`config.mk`:
```
export PLATFORM = sky130hd
export DESIGN_NAME = jstk_spi_responder
export DESIGN_NICKNAME = d
export VERILOG_FILES = /design/src/rtl/jstk_spi_responder.sv
export SDC_FILE = /design/constraint.sdc
export NUM_CORES = 1
export LEC_CHECK = 0
export ABC_CLOCK_PERIOD_IN_PS = 2600
export CORE_MARGIN = 1.5
export CORE_UTILIZATION = 54
export DETAILED_ROUTE_END_ITERATION = 10
export GPL_ROUTABILITY_DRIVEN = 1
export PLACE_DENSITY = 0.79
export SYNTH_ARGS = -nofsm -noshare
export SYNTH_HDL_FRONTEND = slang
export SYNTH_SLANG_ARGS = --single-unit
```
`constraint.sdc`:
```
create_clock -name clk -period 2.6 [get_ports clk]
set_input_delay 0.65 -clock clk [delete_from_list [all_inputs] [get_ports clk]]
set_output_delay 0.65 -clock clk [all_outputs]
set_load 0.02 [all_outputs]
```
`src/rtl/jstk_spi_responder.sv`:
```
// PmodJSTK joystick emulator on the SPI responder side: serves X/Y/buttons on MISO and
// decodes the master's command byte into the two LED outputs.
module jstk_spi_responder #(
  parameter int unsigned SYNC_STAGES = 2,
  parameter int unsigned NUM_BYTES   = 5
) (
  input  logic       clk,
  input  logic       RST,
  input  logic [9:0] x_pos,
  input  logic [9:0] y_pos,
  input  logic [2:0] buttons,
  input  logic       SS,
  input  logic       SCLK,
  input  logic       MOSI,
  output logic       MISO,
  output logic [1:0] led,
  output logic       xfer_done,
  output logic       frame_err
);

  localparam logic [2:0] NumBytesW = 3'(NUM_BYTES);

  typedef enum logic [0:0] {StIdle, StShift} state_e;

  state_e state;

  logic [SYNC_STAGES-1:0] ss_sync, sck_sync, mosi_sync;
  logic                   ss_prev, sck_prev;
  logic                   ss_s, sck_s, mosi_s;
  logic                   ss_fall, ss_rise, sck_rise, sck_fall;

  logic [SYNC_STAGES:0]   flush;
  logic                   armed;

  logic [9:0] snap_x, snap_y;
  logic [2:0] snap_b;
  logic [7:0] tx_sr, rx_sr, cmd;
  logic [2:0] bit_cnt, byte_cnt;
  logic [7:0] next_byte, rx_byte;
  logic       good_frame;

  assign ss_s   = ss_sync[SYNC_STAGES-1];
  assign sck_s  = sck_sync[SYNC_STAGES-1];
  assign mosi_s = mosi_sync[SYNC_STAGES-1];

  assign ss_fall  = ss_prev & ~ss_s;
  assign ss_rise  = ~ss_prev & ss_s;
  assign sck_rise = ~sck_prev & sck_s;
  assign sck_fall = sck_prev & ~sck_s;

  always_ff @(posedge clk or posedge RST) begin
    if (RST) begin
      ss_sync   <= '1;
      sck_sync  <= '0;
      mosi_sync <= '0;
      ss_prev   <= 1'b1;
      sck_prev  <= 1'b0;
    end else begin
      ss_sync   <= {ss_sync[SYNC_STAGES-2:0], SS};
      sck_sync  <= {sck_sync[SYNC_STAGES-2:0], SCLK};
      mosi_sync <= {mosi_sync[SYNC_STAGES-2:0], MOSI};
      ss_prev   <= ss_s;
      sck_prev  <= sck_s;
    end
  end

  // The SS synchronizer resets high, so a pin held low through reset would look like a
  // fresh fall. Frames are only accepted once SS has been seen high after the flush.
  always_ff @(posedge clk or posedge RST) begin
    if (RST) begin
      flush <= '0;
      armed <= 1'b0;
    end else begin
      flush <= {flush[SYNC_STAGES-1:0], 1'b1};
      armed <= armed | (flush[SYNC_STAGES] & ss_s);
    end
  end

  // Byte to present after a boundary; byte_cnt has already advanced past the one just sent.
  always_comb begin
    next_byte = 8'h00;
    case (byte_cnt)
      3'd1:    next_byte = {6'b0, snap_x[9:8]};
      3'd2:    next_byte = snap_y[7:0];
      3'd3:    next_byte = {6'b0, snap_y[9:8]};
      3'd4:    next_byte = {5'b0, snap_b};
      default: next_byte = 8'h00;
    endcase
  end

  assign rx_byte    = {rx_sr[6:0], mosi_s};
  assign good_frame = (byte_cnt == NumBytesW) && (bit_cnt == 3'd0);

  always_ff @(posedge clk or posedge RST) begin
    if (RST) begin
      state     <= StIdle;
      MISO      <= 1'b0;
      led       <= 2'b00;
      xfer_done <= 1'b0;
      frame_err <= 1'b0;
      snap_x    <= '0;
      snap_y    <= '0;
      snap_b    <= '0;
      tx_sr     <= '0;
      rx_sr     <= '0;
      cmd       <= '0;
      bit_cnt   <= '0;
      byte_cnt  <= '0;
    end else begin
      xfer_done <= 1'b0;
      frame_err <= 1'b0;
      case (state)
        StIdle: begin
          MISO <= 1'b0;
          if (ss_fall && armed) begin
            snap_x   <= x_pos;
            snap_y   <= y_pos;
            snap_b   <= buttons;
            tx_sr    <= x_pos[7:0];
            rx_sr    <= '0;
            cmd      <= '0;
            bit_cnt  <= '0;
            byte_cnt <= '0;
            state    <= StShift;
          end
        end
        StShift: begin
          MISO <= tx_sr[7];
          // ss_rise takes priority over any coincident SCLK edge
          if (ss_rise) begin
            state <= StIdle;
            MISO  <= 1'b0;
            if (good_frame) begin
              xfer_done <= 1'b1;
              if (cmd[7]) led <= cmd[1:0];
            end else begin
              frame_err <= 1'b1;
            end
          end else if (sck_rise) begin
            rx_sr   <= rx_byte;
            bit_cnt <= bit_cnt + 3'd1;
            if (bit_cnt == 3'd7) begin
              if (byte_cnt == 3'd0) cmd <= rx_byte;
              if (byte_cnt != 3'd7) byte_cnt <= byte_cnt + 3'd1;
            end
          end else if (sck_fall) begin
            if (bit_cnt == 3'd0) tx_sr <= next_byte;
            else                 tx_sr <= {tx_sr[6:0], 1'b0};
          end
        end
        default: state <= StIdle;
      endcase
    end
  end

endmodule
```
=== Word level (Yosys, flattened, before mapping) ===
Cells that the tools add are included.

* Logic and storage cells: 94
* Bits of input ports: 28
* Flip-flop bits (word level): 70
* Output and inout port bits: 5

* Equality and inequality tests: 15
* Multiplexer cells: 36
* Reduce and logical (&&, ||, !) cells: 10
* Bitwise gates (word level): 11
* Add/subtract/negate cells: 2

{| class="wikitable"
|+ Operators by type and width
! kind !! number
|-
| 8-bit two-way mux || 10
|-
| 8-bit case mux with 2 select lines || 2
|-
| 8-bit case mux with 4 select lines || 1
|-
| 3-bit two-way mux || 7
|-
| 7-bit two-way mux || 2
|-
| 7-bit case mux with 2 select lines || 1
|-
| 3-bit case mux with 2 select lines || 2
|-
| 2-bit by 1-bit inequality test with 1-bit output, second input constant || 5
|-
| 5-bit AND reduction || 2
|-
| 3-bit == test, second input constant || 3
|-
| 1-bit two-way mux || 9
|-
| 4-bit AND reduction || 2
|-
| 3-bit by 1-bit adder with 3-bit output, second input constant || 2
|-
| 3-bit by 2-bit == test with 1-bit output, second input constant || 2
|-
| 3-bit zero test || 2
|-
| 2-bit inequality test, second input constant || 3
|-
| 1-bit AND || 5
|-
| 1-bit inverter || 5
|-
| 1-bit case mux with 2 select lines || 2
|-
| 3-bit by 1-bit == test with 1-bit output, second input constant || 1
|-
| 3-bit inequality test, second input constant || 1
|-
| 3-bit AND reduction || 1
|-
| 1-bit logical AND || 2
|-
| 2-bit AND reduction || 1
|-
| 1-bit OR || 1
|}

=== Depth between registers and ports, before layout ===
Gate-level depths: netlist of the first run.

* Depth after elaboration: 7
* Depth in mapped cells: 7
* Mapped depth without buffers: 6

=== Worst setup path before layout of the first run ===
Ideal clock, no wire load.

* Kind: reg2reg
* Start point: register state
* End point: register tx_sr[3]
* Stages on the path, launching flop included: 7
* Required time: 2475 ps
* Arrival time: 1449 ps
* Buffers on the path: 3
* Library setup time: 125 ps
* Clock period less this slack: 1574 ps
* Slack: 1026 ps
* Cell sequence: dfrtp_1 -> buf_6 -> nor4bb_4 -> buf_6 -> a41o_4 -> buf_12 -> mux2_4

* Cells in the longest elaborated chain, start to end: 3
* Elaborated cells on any way between the ends: 7
* Those cells by class: eq/ne (4); mux (1); bitwise (1); reduce/logical (1)

{| class="wikitable"
|+ RTL lines
! element !! line !! source
|-
| start: declaration || 25 || <nowiki>state_e state;</nowiki>
|-
| start signal: assignment || 96 || <nowiki>state <= StIdle;</nowiki>
|-
| start signal: assignment || 124 || <nowiki>state <= StShift;</nowiki>
|-
| start signal: assignment || 131 || <nowiki>state <= StIdle;</nowiki>
|-
| 1-bit inverter (no source line) || - ||
|-
| 2-bit inequality test (no source line) || - ||
|-
| 4-bit AND reduction (no source line) || - ||
|-
| end signal: assignment || 119 || <nowiki>tx_sr <= x_pos[7:0];</nowiki>
|-
| end signal: assignment || 147 || <nowiki>if (bit_cnt == 3'd0) tx_sr <= next_byte;</nowiki>
|-
| end signal: assignment || 148 || <nowiki>else tx_sr <= {tx_sr[6:0], 1'b0};</nowiki>
|-
| end: declaration || 37 || <nowiki>logic [7:0] tx_sr, rx_sr, cmd;</nowiki>
|}

Several ways; a longest one is shown, not always the timed one.
A chain may end at the register's enable or synchronous reset.

=== Worst setup path in the final report of the first run ===
* Start point: register led[1]
* End point: output led[1]

{| class="wikitable"
|+ RTL lines
! element !! line !! source
|-
| start: declaration || 16 || <nowiki>output logic [1:0] led,</nowiki>
|-
| start signal: assignment || 135 || <nowiki>if (cmd[7]) led <= cmd[1:0];</nowiki>
|}

No word-level cell between the ends.

==> impl_results.md, run 1 <==
* Status: complete, no violations
* Initial Util at 56.8%
* Busiest layer in global routing: met2
* Initial antenna violation count at 0
* Count leader, synth: dfrtp_1
* Final Cycle Share at 75.6%
* Syn nets at 222
* Largest net degree at the start of global routing at 30
* Dominant cell type by area after synthesis: dfrtp_1
* Grt met3 use at 6.84%
* Reg2reg setup slack at 0.73 ns
* Sequential power share at 44.7%
* Worst R2R Start: state
* Mapped Avg Cell Area at 13.6 sq um
* Area growth syn-to-layout at 22.2%
* Crit Path Max Fanout at 2
* Cell area after synthesis at 2510 sq um
* Top post-synthesis cells by area: dfrtp_1 54%, mux2_2 8.5%, ha_1 4.5%
* DRT Wirelength at 4.87 mm
* Flops & latches, synth at 57
* Post-layout min period at 1.96 ns
* Seq/Total Area, Yosys at 57.0%
* Worst Skew at 0.00873 ns
* First-pass GRT wire length at 8.25 mm
* P_int at 1.97 mW
* Final setup fails at 0
* Pleak at 1.38 nW
* DR vias at 1,597
* Setup CP Type: reg -> out
* Synthesis warning total at 0
* Reg2reg end: snap_y[7]
* CTS Root Cell: clkbuf_8
* Worst hold path depth at 0
* NumNets Final at 259
* M2 GR Usage at 35.8%
* R2r worst-path depth at 3
* Top-area cell type share of the netlist area at 53.9%
* Hold Crit Class: reg -> reg
* Gate power share at 16.9%
* Slowest stage delay, CP at 0.61 ns
* DRT antenna net count at 0
* CTS hold repair buffers at 0
* Post-DP HPWL at 3.24 mm
* RSZ-0062 raised after global routing: false
* Critical Path, Cell by Cell: clkdlybuf4s50_1
* # port buffers at 32
* Endpoint, Worst Hold: flush[2]
* DIE WIDTH at 71.2 um
* Pins Over Slew Limit at 0
* Worst Max-Slew Pin Slew at 0.532 ns
* DRT iter0 DRCs at 116
* # fillers at 300
* Top delay family on crit path: buffers and inverters
* Drt pass-1 iters at 4
* GP Congestion at 0.766
* Gate Count Post-Synth at 185
* Buffers & Inverters on Critical Path at 1
* Resized Gates After CTS at 0
* Sw Share at 24.6%
* Vias in the first global route at 1,764
* Hold path startpoint: flush[1]
* Antenna diodes at 0
* CTS Sinks at 57
* DR WL/cell at 17.5 um
* CP max stage cell: clkdlybuf4s50_1
* Fmax at 0.509 GHz
* Max-cap violation count at 0
* GR Util met1 at 25.9%
* Gr usage total at 21.8%
* Core Area at 4410 sq um
* Final Hold Fails at 0
* CTS tree: built
* Share of cells above drive strength 1 at 24.2%
* Req. time, crit path at 1.95 ns
* Vias/cell at 5.72
* Final WS setup at 0.635 ns
* H-Tree Depth at 3
* Crit. End Element: output port
* Die area at 5060 sq um
* Setup crit start kind: register
* Max transition margin at 64.6%
* Post-synth cell types at 36
* Clk slew on worst S/H paths at 0.07 ns
* Post CTS Setup Buffer Count at 0
* Ys flop type: dfrtp_1
* Grt total ovfl at 0
* Switch Pwr at 0.641 mW
* Most frequent cells after synthesis: 54 x dfrtp_1, 19 x mux2_2, 12 x inv_1
* PwrDens at 850 nW/um^2
* Clock buffer depth at 2
* Total negative slack at 0 ns
* Worst slack, placed at 0.750 ns
* Util after Layout at 69.5%
* Die height at 71.2 um
* Hold_ws at 0.350 ns
* IO Pins at 33
* Clock latency on the worst-skew pair at 0.34 ns
* Worst vdd ir at 0.430 mV
* Clock share of power at 38.4%
* # rows at 24
* DRC violations left at 0
* EDFF count, synth at 0
* CTS Buf Count at 9
* CP Data Arrival Time at 1.31 ns
* Asr flop ratio synth at 100%
==> worst max-delay path by stage <==
stage,startpoint,end,slack [ns],depth (start not counted)
after detailed placement,state,snap_x[9],0.75,3
after global placement,state,snap_y[3],0.82,3
after CTS,led[1],led[1],0.63,1
after global routing,led[1],led[1],0.59,1
after floorplan,RST,MISO,0.56,1
final,led[1],led[1],0.64,1
==> power by group through the flow <==
stage	Clock (mW)	Sequential, mW	Combinational, mW
global placement	0	1.16	0.416
floorplan	0	1.14	0.343
CTS	1.02	1.16	0.444
global route	1.07	1.18	0.486
detailed placement	0	1.18	0.435
finish	1.00	1.17	0.440
==> worst register-to-register path: stages (launching register included) <==
cell,delay [ns]
dfrtp_1,0.53
nor4bb_4,0.52
buf_4,0.32
mux2_2,0.38
==> per-stage QoR <==
stage	power, mW	std cells	instance area [sq um]
after global routing	2.74	279	3070
after CTS	2.62	279	3070
after global placement	1.58	263	2820
after floorplan	1.48	185	2510
final	2.61	279	3070
after detailed placement	1.61	263	2820
==> logic make-up after synthesis <==
group                      synth area share, %
DFF                                       57.0
buffers and inverters                     5.78
and+or+nand+nor                           6.13
adders and majority gates                 4.49
AOI/OAI and AO/OA                         15.1
muxes                                     11.3
other                                    0.149
==> layout make-up <==
cell class	instances	area, sq um	area share (%)
repair buffers	36	350	11.4
clock buffers	10	138	4.49
inverters	12	45.0	1.47
clock inverters	6	105	3.43
multi-input cells	106	933	30.4
flip-flops and latches	57	1430	46.6
well taps	52	65.1	2.12
==> registers in the layout, summed over array words and instances (netlist names), 3 cells and up <==
signal / flops
byte_cnt: 3
rx_sr: 7
snap_y: 10
cmd: 3
bit_cnt: 3
flush: 3
snap_b: 3
tx_sr: 8
==> routing by layer <==
layer	share of wire, %	up-vias
li1	-	748
met1	44	796
met2	50	41
met3	4.0	12
met4	1.9	0
met5	0	-
==> cells in the final DEF (no fill, tap or decap), drive strengths merged, types with 3 or more instances in the layout <==
cell,instances
o22a,3
inv,12
a32oi,5
a21oi,8
dfstp,3
o21ai,8
nor2,5
nand2b,3
bufinv,3
nand2,6
mux2,23
ha,9
dfrtp,54
a22o,9
clkbuf,10
clkdlybuf4s50,32
clkinv,3
buf,4
a22oi,5
No activity file was read; power rests on OpenSTA's default activity.
==> inputs of run 2 (changes only) <==
- ABC_CLOCK_PERIOD_IN_PS: 2600 -> 1800
- CORE_UTILIZATION: 54 -> 49
- PLACE_DENSITY: 0.79 -> 0.76
- clock period: 2.6 -> 1.8 ns (I/O delays scaled with it)
==> impl_results.md, run 2 (synthesized netlist as in run 1, its figures left out) <==
* Grt total ovfl at 0 (unchanged)
* CTS tree: built
* Worst setup path endpoint: led[1]
* Status: complete, no violations
* Crit Path Max Fanout at 2 (unchanged)
* Grt met3 use at 4.47% (-2.4 points)
* Worst vdd ir at 0.551 mV (+28%)
* # fillers at 389 (+30%)
* PwrDens at 1140 nW/um^2 (+34%)
* M2 GR Usage at 25.6% (-10 points)
* P_int at 2.67 mW (+36%)
* Reg with most FFs: snap_y
* Fmax at 0.583 GHz
* Setup CP Type: reg -> out
* Resized Gates After CTS at 0 (unchanged)
* Sw Share at 24.6% (+0.042 points)
* Req. time, crit path at 1.35 ns (-0.60 ns)
* Sequential power share at 47.1% (+2.4 points)
* Total negative slack at 0 ns (unchanged)
* Clk slew on worst S/H paths at 0.06 ns (about the same)
* Final WS setup at 0.0848 ns (-0.550 ns)
* Worst Skew at 0.00827 ns (-0.000461 ns)
* Max-cap violation count at 0 (unchanged)
* Final setup fails at 0 (unchanged)
* # port buffers at 32 (unchanged)
* Gr usage total at 18.0% (-3.8 points)
* Core Area at 4820 sq um (+9.1%)
* CTS hold repair buffers at 0 (unchanged)
* Critical Path, Cell by Cell: clkdlybuf4s50_1
* Share of cells above drive strength 1 at 25.0% (+0.77 points)
* Clock buffer depth at 2 (unchanged)
* Slowest stage delay, CP at 0.60 ns (about the same)
* DRT Wirelength at 4.38 mm (-10%)
* Die height at 74.6 um (+4.8%)
* Hold Crit Class: reg -> reg
* Worst slack, placed at 0.102 ns (-0.649 ns)
* Largest net degree at the start of global routing at 58 (+93%)
* Post CTS Setup Buffer Count at 0 (unchanged)
* CTS Sinks at 57 (unchanged)
* Number of cells on the critical path at 1 (unchanged)
* Antenna diodes at 0 (unchanged)
* H-Tree Depth at 3 (unchanged)
* Clock share of power at 34.4% (-4.0 points)
* DRT antenna net count at 0 (unchanged)
* Switch Pwr at 0.872 mW (+36%)
* IO Pins at 33 (unchanged)
* Reg2reg setup slack at 0.11 ns (-0.62 ns)
* Vias in the first global route at 1,525 (-14%)
* Regs by FF count: snap_y: 10 flops, tx_sr: 8 flops, rx_sr: 7 flops
* GR Util met1 at 25.0% (-0.91 points)
* Worst R2R Start: ss_prev
* Crit. End Element: output port
* Initial antenna violation count at 0 (unchanged)
* NumNets Final at 264 (+1.9%)
* Drt pass-1 iters at 4 (unchanged)
* DIE WIDTH at 74.6 um (+4.8%)
* Reg2reg end: snap_y[7]
* DR WL/cell at 14.7 um (-16%)
* Gate power share at 18.5% (+1.6 points)
* Vias/cell at 5.34 (-6.7%)
* CTS Buf Count at 9 (unchanged)
* Area growth syn-to-layout at 23.7%
* Pins Over Slew Limit at 0 (unchanged)
* # rows at 25 (+4.2%)
* CP Data Arrival Time at 1.27 ns (-0.04 ns)
* RSZ-0062 raised after global routing: false
* Die area at 5560 sq um (+9.8%)
* DRC violations left at 0 (unchanged)
* CP max stage cell: clkdlybuf4s50_1
* Max FFs per register at 10 (unchanged)
* First-pass GRT wire length at 7.27 mm (-12%)
* DR vias at 1,597 (unchanged)
* Most common cell after layout, fill and taps aside: dfrtp_1
* Buffers & Inverters on Critical Path at 1 (unchanged)
* FF/Latch Area at 1430 sq um (unchanged)
* Initial Util at 52.1% (-4.8 points)
* Busiest layer in global routing: met2
* CTS Root Cell: clkbuf_8
* GP Congestion at 0.774 (+1.0%)
* Post-layout min period at 1.72 ns
* Top delay family on crit path: buffers and inverters
* Clock latency on the worst-skew pair at 0.33 ns (about the same)
* Critical path origin: led[1]
* R2r worst-path depth at 3 (unchanged)
* DRT iter0 DRCs at 144 (+24%)
* Setup crit start kind: register
* Multi-input gate area at 933 sq um (unchanged)
* Highest-count cells in the layout ignoring fill and taps: 54 x dfrtp_1, 32 x clkdlybuf4s50_1, 19 x mux2_2, 12 x clkbuf_8, 11 x inv_1
* Final Hold Fails at 0 (unchanged)
* Final Cycle Share at 95.3%
* Pleak at 1.39 nW (+0.43%)
* Post-DP HPWL at 3.05 mm (-5.8%)
[run 2: worst min-delay path by stage]
stage	start	to	slack, ns	depth (start not counted)
floorplan	flush[0]	flush[1]	0.33	0
detailed placement	flush[0]	flush[1]	0.33	0
finish	mosi_sync[0]	mosi_sync[1]	0.35	0
global route	ss_sync[0]	ss_sync[1]	0.36	0
global placement	mosi_sync[0]	mosi_sync[1]	0.33	0
CTS	mosi_sync[0]	mosi_sync[1]	0.35	0
[run 2: per-layer routing]
metal	share of wire [%]	up-vias
met5	0	-
met4	2.6	0
met3	4.2	11
met2	46	34
met1	47	794
li1	-	758
[run 2: final cells by class]
cell class | instances | area share [%]
sequential | 57 | 46.1
clock buffer | 14 | 5.56
inverter | 12 | 1.57
clock inverter | 2 | 1.13
tap | 67 | 2.70
multi-input combinational | 106 | 30.1
timing repair buffer | 41 | 12.9
[run 2: power by group through the flow]
stage / clock network [mW] / logic, mW / registers (mW)
after global routing: 1.32 / 0.720 / 1.70
after global placement: 0 / 0.641 / 1.68
after floorplan: 0 / 0.495 / 1.65
after CTS: 1.25 / 0.666 / 1.67
final: 1.22 / 0.656 / 1.67
after detailed placement: 0 / 0.663 / 1.69
[run 2: stage by stage]
step	util, %	cell area (sq um)	power, mW	instances	hold WS [ns]
after CTS	64.4	3100	3.58	299	0.349
after global routing	64.4	3100	3.74	299	0.358
final	64.4	3100	3.54	299	0.347
after floorplan	-	2510	2.15	185	0.331
after detailed placement	60.1	2900	2.35	283	0.335
after global placement	60.1	2900	2.32	283	0.333
